$ cat src/rtl/in_port.sv
// in_port: 8-bit debounced input port with sticky edge capture and a
// registered CPU read path.
//
// Pins pass through a two-flop synchronizer. The synchronized vector is
// debounced as a whole: any bit change restarts the run counter. A new
// vector is accepted into `stable` only after it has been seen
// DEBOUNCE_CYCLES+1 consecutive times. Each accept sets the sticky
// `changed` flag and ORs the newly risen/fallen bits into `rise`/`fall`.
//
// A read captures {changed, 7'b0, fall, rise, stable} from the values held
// before the edge, and clears the sticky fields at that same edge. If an
// accept lands on the same edge as a read, the read still returns the old
// values. The accept then wins: `changed` ends up set, and rise/fall keep
// only the edges from that accept.
module in_port #(
  parameter int unsigned DEBOUNCE_CYCLES = 4
) (
  input  logic        clk,
  input  logic        rst,
  input  logic [7:0]  port,
  input  logic        read_enable,
  output logic [31:0] read_data,
  output logic        read_valid,
  output logic        changed
);

  // Terminal count of the run counter. cnt stops at this value, so it
  // never exceeds DEBOUNCE_CYCLES-1.
  localparam logic [7:0] CNT_LAST = 8'(DEBOUNCE_CYCLES - 1);

  logic [7:0] sync1;
  logic [7:0] sync2;
  logic [7:0] cand;
  logic [7:0] stable;
  logic [7:0] rise;
  logic [7:0] fall;
  logic [7:0] cnt;

  logic       sample_moved;
  logic       pending;
  logic       accept;
  logic [7:0] acc_rise;
  logic [7:0] acc_fall;
  logic [7:0] rise_base;
  logic [7:0] fall_base;
  logic [7:0] rise_next;
  logic [7:0] fall_next;
  logic       changed_next;
  logic [7:0] cnt_next;
  logic [31:0] snapshot;

  // Two-flop synchronizer. Only sync2 is consumed downstream.
  always_ff @(posedge clk) begin
    if (rst) begin
      sync1 <= '0;
      sync2 <= '0;
    end else begin
      sync1 <= port;
      sync2 <= sync1;
    end
  end

  // Accept decision and the next sticky state. A read clears the sticky
  // fields first, and an accept on the same edge is then ORed on top.
  always_comb begin
    sample_moved = (sync2 != cand);
    pending      = (cand != stable);
    accept       = !sample_moved && pending && (cnt == CNT_LAST);

    acc_rise = cand & ~stable;
    acc_fall = ~cand & stable;

    rise_base = read_enable ? '0 : rise;
    fall_base = read_enable ? '0 : fall;

    rise_next    = accept ? (rise_base | acc_rise) : rise_base;
    fall_next    = accept ? (fall_base | acc_fall) : fall_base;
    changed_next = accept | (changed & ~read_enable);

    if (sample_moved || accept || !pending) begin
      cnt_next = '0;
    end else begin
      cnt_next = cnt + 8'd1;
    end

    snapshot = {changed, 7'b0, fall, rise, stable};
  end

  // Candidate tracking, run counter and stable value.
  always_ff @(posedge clk) begin
    if (rst) begin
      cand   <= '0;
      stable <= '0;
      cnt    <= '0;
    end else begin
      if (sample_moved) begin
        cand <= sync2;
      end
      if (accept) begin
        stable <= cand;
      end
      cnt <= cnt_next;
    end
  end

  // Sticky change and edge flags.
  always_ff @(posedge clk) begin
    if (rst) begin
      rise    <= '0;
      fall    <= '0;
      changed <= 1'b0;
    end else begin
      rise    <= rise_next;
      fall    <= fall_next;
      changed <= changed_next;
    end
  end

  // Registered read port. read_data holds its value between reads.
  always_ff @(posedge clk) begin
    if (rst) begin
      read_data  <= '0;
      read_valid <= 1'b0;
    end else begin
      read_valid <= read_enable;
      if (read_enable) begin
        read_data <= snapshot;
      end
    end
  end

endmodule

$ cat config.mk
export PLATFORM = sky130hd
export DESIGN_NAME = in_port
export DESIGN_NICKNAME = d
export VERILOG_FILES = /design/src/rtl/in_port.sv
export SDC_FILE = /design/constraint.sdc
export NUM_CORES = 1
export LEC_CHECK = 0
export ABC_AREA = 1
export BUFFER_PORTS_ARGS = -buffer_cell sky130_fd_sc_hd__buf_2
export CORE_MARGIN = 2
export CORE_UTILIZATION = 45
export CTS_BUF_LIST = sky130_fd_sc_hd__clkbuf_2 sky130_fd_sc_hd__clkbuf_4 sky130_fd_sc_hd__clkbuf_8
export DETAILED_ROUTE_END_ITERATION = 10
export SETUP_SLACK_MARGIN = 0.3
export SLEW_MARGIN = 15
export SYNTH_ARGS = -nofsm -noshare
export SYNTH_HDL_FRONTEND = slang
export SYNTH_SLANG_ARGS = --single-unit
$ cat constraint.sdc
create_clock -name clk -period 2.03 [get_ports clk]
set_input_delay 0.3045 -clock clk [delete_from_list [all_inputs] [get_ports clk]]
set_output_delay 0.3045 -clock clk [all_outputs]
set_load 0.02 [all_outputs]
==> impl_metrics.json, run 1 <==
{
  "status": "completed",
  "fp-row-count": 31,
  "min_from": "port[0]",
  "core_area_sq_mm": 0.00725,
  "avgSynthCellArea_sq_um": 7.94,
  "grt_usage_pct": 17.1,
  "synth_top_area_share_pct": 49.4,
  "clkLatencyLatePin_ns": 0.36,
  "finalSetupTns_ns": 0,
  "yosysUniqueCellTypes": 26,
  "multiInputGateArea_sq_mm": 0.00138,
  "dieArea_sq_mm": 0.00819,
  "synthToLayoutAreaGrowth_pct": 13.9,
  "final_nets": 491,
  "place_congestion": 0.854,
  "internal_power_mw": 2.22,
  "swShare_pct": 27.4,
  "drc": 0,
  "fin_ws_ns": 0.376,
  "hold_ws_ns": 0.143,
  "grt_pass1_vias": 2399,
  "fin_skew_ns": 0.0101,
  "start_util_pct": 46.4,
  "die_w_microns": 90.5,
  "r2r_start": "cand[2]",
  "clkPwrFrac_pct": 34.7,
  "powerDensity_mw_per_mm2": 798,
  "numPortBuffers": 37,
  "cp.required_ns": 2.28,
  "cts.sinks": 83,
  "routed_wl_mm": 6.56,
  "slew_violations": 0,
  "fillers": 722,
  "grt_pass1_wl_mm": 11.3,
  "crit_fanout": 8,
  "grt_overflow": 0,
  "register_area_sq_mm": 0.00167,
  "synth_warnings": 0,
  "via_per_inst": 4.67,
  "synthCells": 424,
  "min_period_over_period_pct": 81.5,
  "stdcell_area_sq_mm": 0.00383,
  "worstSetupEndpointType": "flop",
  "power_switching_mw": 0.837,
  "drt_iter0_markers": 146,
  "drv_cap": 0,
  "cts_hold_buf": 0,
  "crit_type": "flop to flop",
  "ys_seq_area_share_pct": 49.4,
  "cts.htree.levels": 3,
  "cp.arrival_ns": 1.91,
  "r2r_end": "rise[0]",
  "synth.largest_area_cell": "dfxtp_1",
  "die_h_microns": 90.5,
  "n_antenna_cell": 0,
  "cts_max_path_buffers": 2,
  "hold_violations": 0,
  "p_total_mw": 3.06,
  "p_leak_nw": 1.71,
  "routedWlPerCell_microns": 11.6,
  "fmax_ghz": 0.605,
  "synth_area_sq_mm": 0.00337,
  "final_cell_mix": "nor2_1, dfxtp_1, nand2_1, inv_1, buf_2",
  "cts_tree": "yes",
  "antenna_found_initial": 0,
  "drtPass1Iterations": 4,
  "seq_power_share_pct": 55.4,
  "setup_violations": 0,
  "rrSetupSlack_ns": 0.38,
  "peakVddDrop_mv": 0.407,
  "grt_max_degree": 36,
  "cts_buffers": 9,
  "cp-start-kind": "flop",
  "relSlewSlack_pct": 44.0,
  "dp_hpwl_mm": 4.45,
  "postPlaceCellArea_sq_mm": 0.00359,
  "drive_gt1_share_pct": 19.0,
  "ant_nets": 0,
  "hp-class": "input pin to flop",
  "cts_root_buf": "clkbuf_8",
  "place_ws_ns": 0.174,
  "rsz0062_at_grt": "yes",
  "synthTopCellsByArea": "dfxtp_1, nor2_1, nand2_1",
  "tightest_slew_ns": 0.835,
  "holdPathEnd": "sync1[0]",
  "power_frac_comb_pct": 10.0,
  "clk_pin_slew_ns": 0.09,
  "reg2regPathDepth": 7,
  "num_vias": 2647,
  "yosys_register_bits": 83,
  "min_path_cells": 3,
  "pin_count": 45,
  "period_needed_ns": 1.65
}
## metrics by stage
| step | std cells | util, % |
|---|---|---|
| detailed placement | 545 | 49.5 |
| global route | 567 | 52.9 |
| global placement | 545 | 49.5 |
| finish | 567 | 52.9 |
| CTS | 562 | 52.0 |
| floorplan | 430 | - |
## sequential cells by signal, indices dropped and copies added (netlist names)
register,cells
read_data,25
cand,8
cnt,8
fall,8
rise,8
stable,8
sync1,8
sync2,8
changed,1
read_valid,1
## power by group through the flow
stage | logic [mW] | registers [mW] | clock network [mW]
3_3_place_gp | 0.275 | 1.73 | 0
2_1_floorplan | 0.197 | 1.76 | 0
4_1_cts | 0.285 | 1.69 | 1.10
5_1_grt | 0.342 | 1.70 | 1.17
6_report | 0.305 | 1.69 | 1.06
3_5_place_dp | 0.277 | 1.73 | 0
## logic make-up after synthesis
kind of cell / count (synthesis) / share of synthesized area, %
compound gates: 52 / 7.73
xor+xnor: 3 / 0.781
fa+ha+maj: 17 / 6.32
buf+inv: 85 / 11.3
flops: 83 / 49.4
other cells: 1 / 0.111
simple gates: 183 / 24.4
## per-layer routing
layer	up-vias	GRT usage [%]	wire (microns)
met5	-	0	0
met2	50	27.4	3000
met4	0	7.31	68
met1	1184	22.4	3220
met3	7	3.34	277
li1	1406	-	-
## area by class of cell
cell class,instances,share of cell area (%)
clock buffer,9,3.23
multi-input combinational,264,36.0
timing repair buffer,49,7.18
clock inverter,7,1.34
tap,99,3.23
inverter,56,5.48
sequential,83,43.5
## worst max-delay path by stage
stage | start | endpoint | slack, ns | cells after the start
global placement | cand[2] | cnt[3] | 0.22 | 7
CTS | cand[0] | cnt[3] | 0.33 | 7
floorplan | cand[3] | fall[0] | 0.43 | 8
detailed placement | cand[0] | cnt[2] | 0.17 | 7
finish | cand[2] | rise[0] | 0.38 | 7
global route | cand[4] | stable[5] | 0.28 | 7
## worst max-delay path: stages (launching register included)
cell and delay [ns]:
dfxtp_2 0.35, inv_1 0.07, ha_1 0.29, nand4_1 0.13
or2_4 0.33, buf_4 0.16, nand4_1 0.14, a21oi_1 0.08
## synthesized netlist by cell type (all sizes together)
cell	instances
a21oi	27
and2	1
buf	15
clkbuf	14
clkinv	1
conb	1
dfxtp	83
ha	17
inv	55
nand2	64
nand3	5
nand4	27
nor2	80
nor3	4
nor3b	1
o21ai	25
or2	1
xnor2	1
xor2	2
## timing repair
item | CTS | global route
cloned | 1 | 1
pin swaps | 1 | 4
resized for setup | 2 | 9
setup buffers | 0 | 4
setup endpoints to repair | 26 | 30
No activity file was read; power rests on OpenSTA's default activity.
==> run 2, diff against run 1 <==
--- a/config.mk
+++ b/config.mk
@@ -11,6 +11,7 @@
 export CORE_UTILIZATION = 45
 export CTS_BUF_LIST = sky130_fd_sc_hd__clkbuf_2 sky130_fd_sc_hd__clkbuf_4 sky130_fd_sc_hd__clkbuf_8
 export DETAILED_ROUTE_END_ITERATION = 10
+export PLACE_DENSITY = 0.67
 export SETUP_SLACK_MARGIN = 0.3
 export SLEW_MARGIN = 15
 export SYNTH_ARGS = -nofsm -noshare
==> constraint.sdc (replaced) <==
create_clock -name clk -period 1.4 [get_ports clk]
set_input_delay 0.21 -clock clk [delete_from_list [all_inputs] [get_ports clk]]
set_output_delay 0.21 -clock clk [all_outputs]
set_load 0.02 [all_outputs]
==> run 2 against run 1 <==
The run now ends with negative setup slack left. Maximum frequency up 5.3%. First-iteration DRC count up 6.8%. Non-clock buffer count up 27. Critical path depth unchanged. Utilization up 8.5 points. Total power up 70%. Critical endpoint is now rise[2].
==> impl_metrics.json, run 2 (synthesized netlist as in run 1, its figures left out) <==
{
  "cp-start-kind": "flop",
  "cts.sinks": 83,
  "clk_pin_slew_ns": 0.09,
  "clkLatencyLatePin_ns": 0.36,
  "drt_iter0_markers": 156,
  "worstSetupStartpoint": "cand[2]",
  "drtPass1Iterations": 4,
  "hp-class": "input pin to flop",
  "numPortBuffers": 37,
  "routed_wl_mm": 7.48,
  "routedWlPerCell_microns": 12.6,
  "min_period_over_period_pct": 112,
  "via_per_inst": 4.72,
  "setup_violations": 33,
  "dp.cells": 563,
  "fin_skew_ns": 0.0119,
  "crit_type": "flop to flop",
  "fp-row-count": 31,
  "p_total_mw": 5.19,
  "power_frac_comb_pct": 12.1,
  "rrSetupSlack_ns": -0.17,
  "power_switching_mw": 1.28,
  "final_util_pct": 61.4,
  "seq_power_share_pct": 47.4,
  "drv_cap": 0,
  "powerDensity_mw_per_mm2": 1170,
  "fin_ws_ns": -0.171,
  "grt_pass1_vias": 2505,
  "period_needed_ns": 1.57,
  "dp_hpwl_mm": 4.69,
  "fmax_ghz": 0.636,
  "clkPwrFrac_pct": 40.5,
  "hold_ws_ns": 0.0480,
  "finalSetupTns_ns": -3.91,
  "internal_power_mw": 3.91,
  "grt_overflow": 0,
  "reg2regPathDepth": 7,
  "cts.htree.levels": 3,
  "crit_fanout": 7,
  "drc": 0,
  "final_common_cell": "nor2_1",
  "synthToLayoutAreaGrowth_pct": 32.2,
  "drive_gt1_share_pct": 30.8,
  "swShare_pct": 24.6,
  "n_antenna_cell": 0,
  "cts_buffers": 9,
  "crit_end": "rise[2]",
  "cp.required_ns": 1.65,
  "start_util_pct": 46.4,
  "largest_register": "read_data",
  "num_vias": 2796,
  "grt_usage_pct": 18.1,
  "pin_count": 45,
  "die_h_microns": 90.5,
  "final_cell_mix": "nor2_1, dfxtp_1, nand2_1, inv_1, buf_4",
  "violations": "negative setup slack",
  "cts_root_buf": "clkbuf_8",
  "antenna_found_initial": 0,
  "rsz0062_at_grt": "yes",
  "cts_tree": "yes",
  "place_congestion": 0.850,
  "ant_nets": 0,
  "dieArea_sq_mm": 0.00819,
  "peakVddDrop_mv": 0.600,
  "cp.arrival_ns": 1.82,
  "r2r_end": "rise[2]",
  "grt_pass1_wl_mm": 11.8,
  "min_path_cells": 3,
  "cts_max_path_buffers": 2,
  "slew_violations": 0,
  "worstSetupEndpointType": "flop",
  "die_w_microns": 90.5,
  "r2r_start": "cand[2]",
  "p_leak_nw": 1.94,
  "final_nets": 517,
  "core_area_sq_mm": 0.00725,
  "hold_violations": 0,
  "largest_register_ffs": 25,
  "grt_max_degree": 36,
  "status": "complete, but fails checks",
  "final_cells": 593
}
## run 2: worst min-delay path by stage
stage,startpoint,endpoint,slack [ns]
finish,port[7],sync1[7],0.05
global route,port[2],sync1[2],0.04
CTS,port[3],sync1[3],0.03
detailed placement,sync1[6],sync2[6],0.40
global placement,sync1[2],sync2[2],0.39
floorplan,port[0],sync1[0],0.32
## run 2: final cells by class
class,count,area [sq um]
fillers,621,2800
clock buffers,9,124
clock inverters,7,124
multi-input cells,263,1520
well taps,99,124
flip-flops and latches,83,1680
inverters,56,213
repair buffers,76,668
## run 2: worst max-delay path: stages, from the launching register on
cell and delay, ns:
dfxtp_2 0.34, inv_2 0.05, ha_4 0.25, nand4_1 0.11
or2_4 0.32, buf_12 0.15, nand4_1 0.15, a21oi_2 0.08
## run 2: per-layer routing
| layer | vias to the layer above | routed length (microns) | GRT usage, % | share of wire (%) |
|---|---|---|---|---|
| met3 | 8 | 292 | 4.92 | 3.9 |
| met4 | 0 | 88 | 8.21 | 1.2 |
| met2 | 61 | 3690 | 28.7 | 49 |
| met1 | 1266 | 3410 | 23.1 | 46 |
| li1 | 1461 | - | - | - |
| met5 | - | 0 | 0 | 0 |
## run 2: per-stage QoR
| stage | instance area [sq um] | worst slack [ns] |
|---|---|---|
| finish | 4450 | -0.171 |
| global route | 4450 | -0.245 |
| CTS | 4250 | -0.153 |
| detailed placement | 3790 | -0.141 |
| global placement | 3790 | -0.123 |
| floorplan | 3430 | -0.0929 |
## run 2: power groups by stage
stage	Sequential, mW	Clock [mW]	Combinational (mW)
after floorplan	2.55	0	0.307
after global placement	2.51	0	0.466
after detailed placement	2.51	0	0.474
after CTS	2.45	2.15	0.569
after global routing	2.46	2.26	0.680
final	2.46	2.10	0.630
## run 2: timing repair
item,in CTS,in global routing
setup buffers,5,4
hold buffers,0,0
endpoints found under the hold margin,0,0
resized for setup,24,40
endpoints found under the setup margin,36,52
cloned,4,1
pin swaps,19,25
==> run 3, diff against run 2 <==
--- a/config.mk
+++ b/config.mk
@@ -6,7 +6,7 @@
 export NUM_CORES = 1
 export LEC_CHECK = 0
 export ABC_AREA = 1
-export BUFFER_PORTS_ARGS = -buffer_cell sky130_fd_sc_hd__buf_2
+export BUFFER_PORTS_ARGS = -buffer_cell sky130_fd_sc_hd__buf_4
 export CORE_MARGIN = 2
 export CORE_UTILIZATION = 45
 export CTS_BUF_LIST = sky130_fd_sc_hd__clkbuf_2 sky130_fd_sc_hd__clkbuf_4 sky130_fd_sc_hd__clkbuf_8
==> run 3 against run 2 <==
Combinational power shrank 3%. Clock skew shrank 0.0046 ns. Final cell count grew 1.2%. Die area is the same. Sequential power is essentially flat. Clock-buffer cell count grew 3. Sequential share of layout area shrank 0.40 points. Critical path depth is the same. The flow still finishes with violations (negative setup slack). Hold slack gained 0.0043 ns. First-iteration DRC count shrank 28%.
==> impl_metrics.json, run 3 (synthesized netlist as in run 1, its figures left out) <==
{
  "status": "complete, but fails checks",
  "violations": "negative setup slack",
  "via_per_inst": 4.78,
  "routed_wl_mm": 7.30,
  "largest_register_ffs": 25,
  "grt_usage_pct": 18.0,
  "final_nets": 524,
  "ant_nets": 0,
  "fmax_ghz": 0.645,
  "cpMaxStageDelayCell": "dfxtp_2",
  "cts_buffers": 9,
  "p_leak_nw": 1.96,
  "postPlaceCellArea_sq_mm": 0.00392,
  "drtPass1Iterations": 4,
  "cp-start-kind": "flop",
  "dp_hpwl_mm": 4.68,
  "place_ws_ns": -0.172,
  "synthToLayoutAreaGrowth_pct": 33.3,
  "grt_overflow": 0,
  "pin_count": 45,
  "power_switching_mw": 1.17,
  "drc": 0,
  "fp-row-count": 31,
  "num_vias": 2866,
  "hp-class": "input pin to flop",
  "cp_common_cell": "nand4_1",
  "internal_power_mw": 3.98,
  "slowest_delay_ns": 0.35,
  "largest_register": "read_data",
  "power_frac_comb_pct": 11.9,
  "seq_power_share_pct": 47.7,
  "worstSetupEndpointType": "flop",
  "stdcell_area_sq_mm": 0.00449,
  "grt_pass1_vias": 2635,
  "crit_type": "flop to flop",
  "n_antenna_cell": 0,
  "worst-path-buf-inv": 2,
  "clk_pin_slew_ns": 0.08,
  "fin_ws_ns": -0.151,
  "place_congestion": 0.831,
  "cts_root_buf": "clkbuf_8",
  "cp.required_ns": 1.64,
  "crit_family": "simple AND/OR/NAND/NOR gates",
  "clkLatencyLatePin_ns": 0.35,
  "routedWlPerCell_microns": 12.2,
  "fin_skew_ns": 0.00731,
  "final_cell_mix": "nor2_1, buf_4, dfxtp_1, nand2_1, inv_1",
  "numPortBuffers": 37,
  "cts_hold_buf": 0,
  "grt_pass1_wl_mm": 11.8,
  "antenna_found_initial": 0,
  "clkPwrFrac_pct": 40.3,
  "grt_max_degree": 36,
  "drive_gt1_share_pct": 30.3,
  "peakVddDrop_mv": 0.552,
  "period_needed_ns": 1.55,
  "swShare_pct": 22.7,
  "setup_violations": 33,
  "powerDensity_mw_per_mm2": 1150,
  "slew_violations": 0,
  "drv_cap": 0,
  "crit_fanout": 8,
  "rsz0062_at_grt": "yes",
  "hold_violations": 0,
  "min_period_over_period_pct": 111,
  "cts_tree": "yes",
  "core_area_sq_mm": 0.00725,
  "dieArea_sq_mm": 0.00819,
  "cts_max_path_buffers": 2,
  "die_w_microns": 90.5,
  "cts.htree.levels": 3,
  "hold_ws_ns": 0.0523,
  "cts.sinks": 83,
  "drt_iter0_markers": 112,
  "start_util_pct": 46.4,
  "die_h_microns": 90.5,
  "cp.arrival_ns": 1.79,
  "worstPathCellList": "inv_4, ha_4, nand4_1, or2_4, buf_4, nand4_1, a21oi_1"
}
[run 3: cell count changes in the layout (fill, tap and decap cells not counted), sizes merged]
cell / before / now
buf: 74 / 82
clkbuf: 10 / 12
inv: 57 / 55
clkinv: 2 / 1
[run 3: path summary, 6_finish.rpt]
| check | cells past startpoint | start | slack (ns) | to |
|---|---|---|---|---|
| worst max register to register | 7 | cand[3] | -0.15 | fall[6] |
| worst min register to register | 2 | sync1[4] | 0.40 | sync2[4] |
| worst max-delay path | 7 | cand[3] | -0.15 | fall[6] |
| worst min-delay path | 3 | port[3] | 0.05 | sync1[3] |
[run 3: through the flow]
| step | power, mW | TNS, ns | std cells | utilization, % |
|---|---|---|---|---|
| 3_3_place_gp | 3.02 | -3.08 | 570 | 54.1 |
| 4_1_cts | 5.14 | -3.60 | 593 | 59.4 |
| 5_1_grt | 5.36 | -5.94 | 600 | 61.9 |
| 2_1_floorplan | 2.86 | -1.67 | 430 | - |
| 3_5_place_dp | 3.03 | -4.10 | 570 | 54.1 |
| 6_report | 5.15 | -3.73 | 600 | 61.9 |
[run 3: power by group through the flow]
stage               sequential, mW  combinational (mW)  clock (mW)
floorplan                     2.55               0.307           0
global placement              2.51               0.511           0
detailed placement            2.51               0.516           0
CTS                           2.46               0.539        2.14
global route                  2.47               0.670        2.22
finish                        2.46               0.614        2.08
[run 3: what timing repair did]
item / 4_1_cts / 5_1_grt
setup endpoints to repair: 33 / 36
gates resized for setup: 7 / 29
pin swaps: 9 / 20
hold endpoints to repair: 0 / 0
setup buffers: 5 / 7
cloned: 2 / 0
[run 3: layout make-up]
class | count | area [sq um]
sequential | 83 | 1680
fill | 654 | 2770
multi-input combinational | 263 | 1520
tap | 99 | 124
clock inverter | 4 | 97.6
timing repair buffer | 83 | 704
inverter | 56 | 215
clock buffer | 12 | 153
[run 3: worst register-to-register path, delay by kind of cell (launching register included)]
kind                       cells  cell delay (ns)
DFF                            1             0.35
AOI/OAI and AO/OA              1             0.07
adders and majority gates      1             0.26
and+or+nand+nor                3             0.51
buffers and inverters          2             0.23
[run 3: layer usage]
layer / up-vias / GRT usage, % / part of all wire (%)
met3: 23 / 3.76 / 3.3
met2: 68 / 29.4 / 47
met4: 0 / 11.8 / 4.0
met1: 1306 / 21.4 / 46
met5: - / 0 / 0
li1: 1469 / - / -
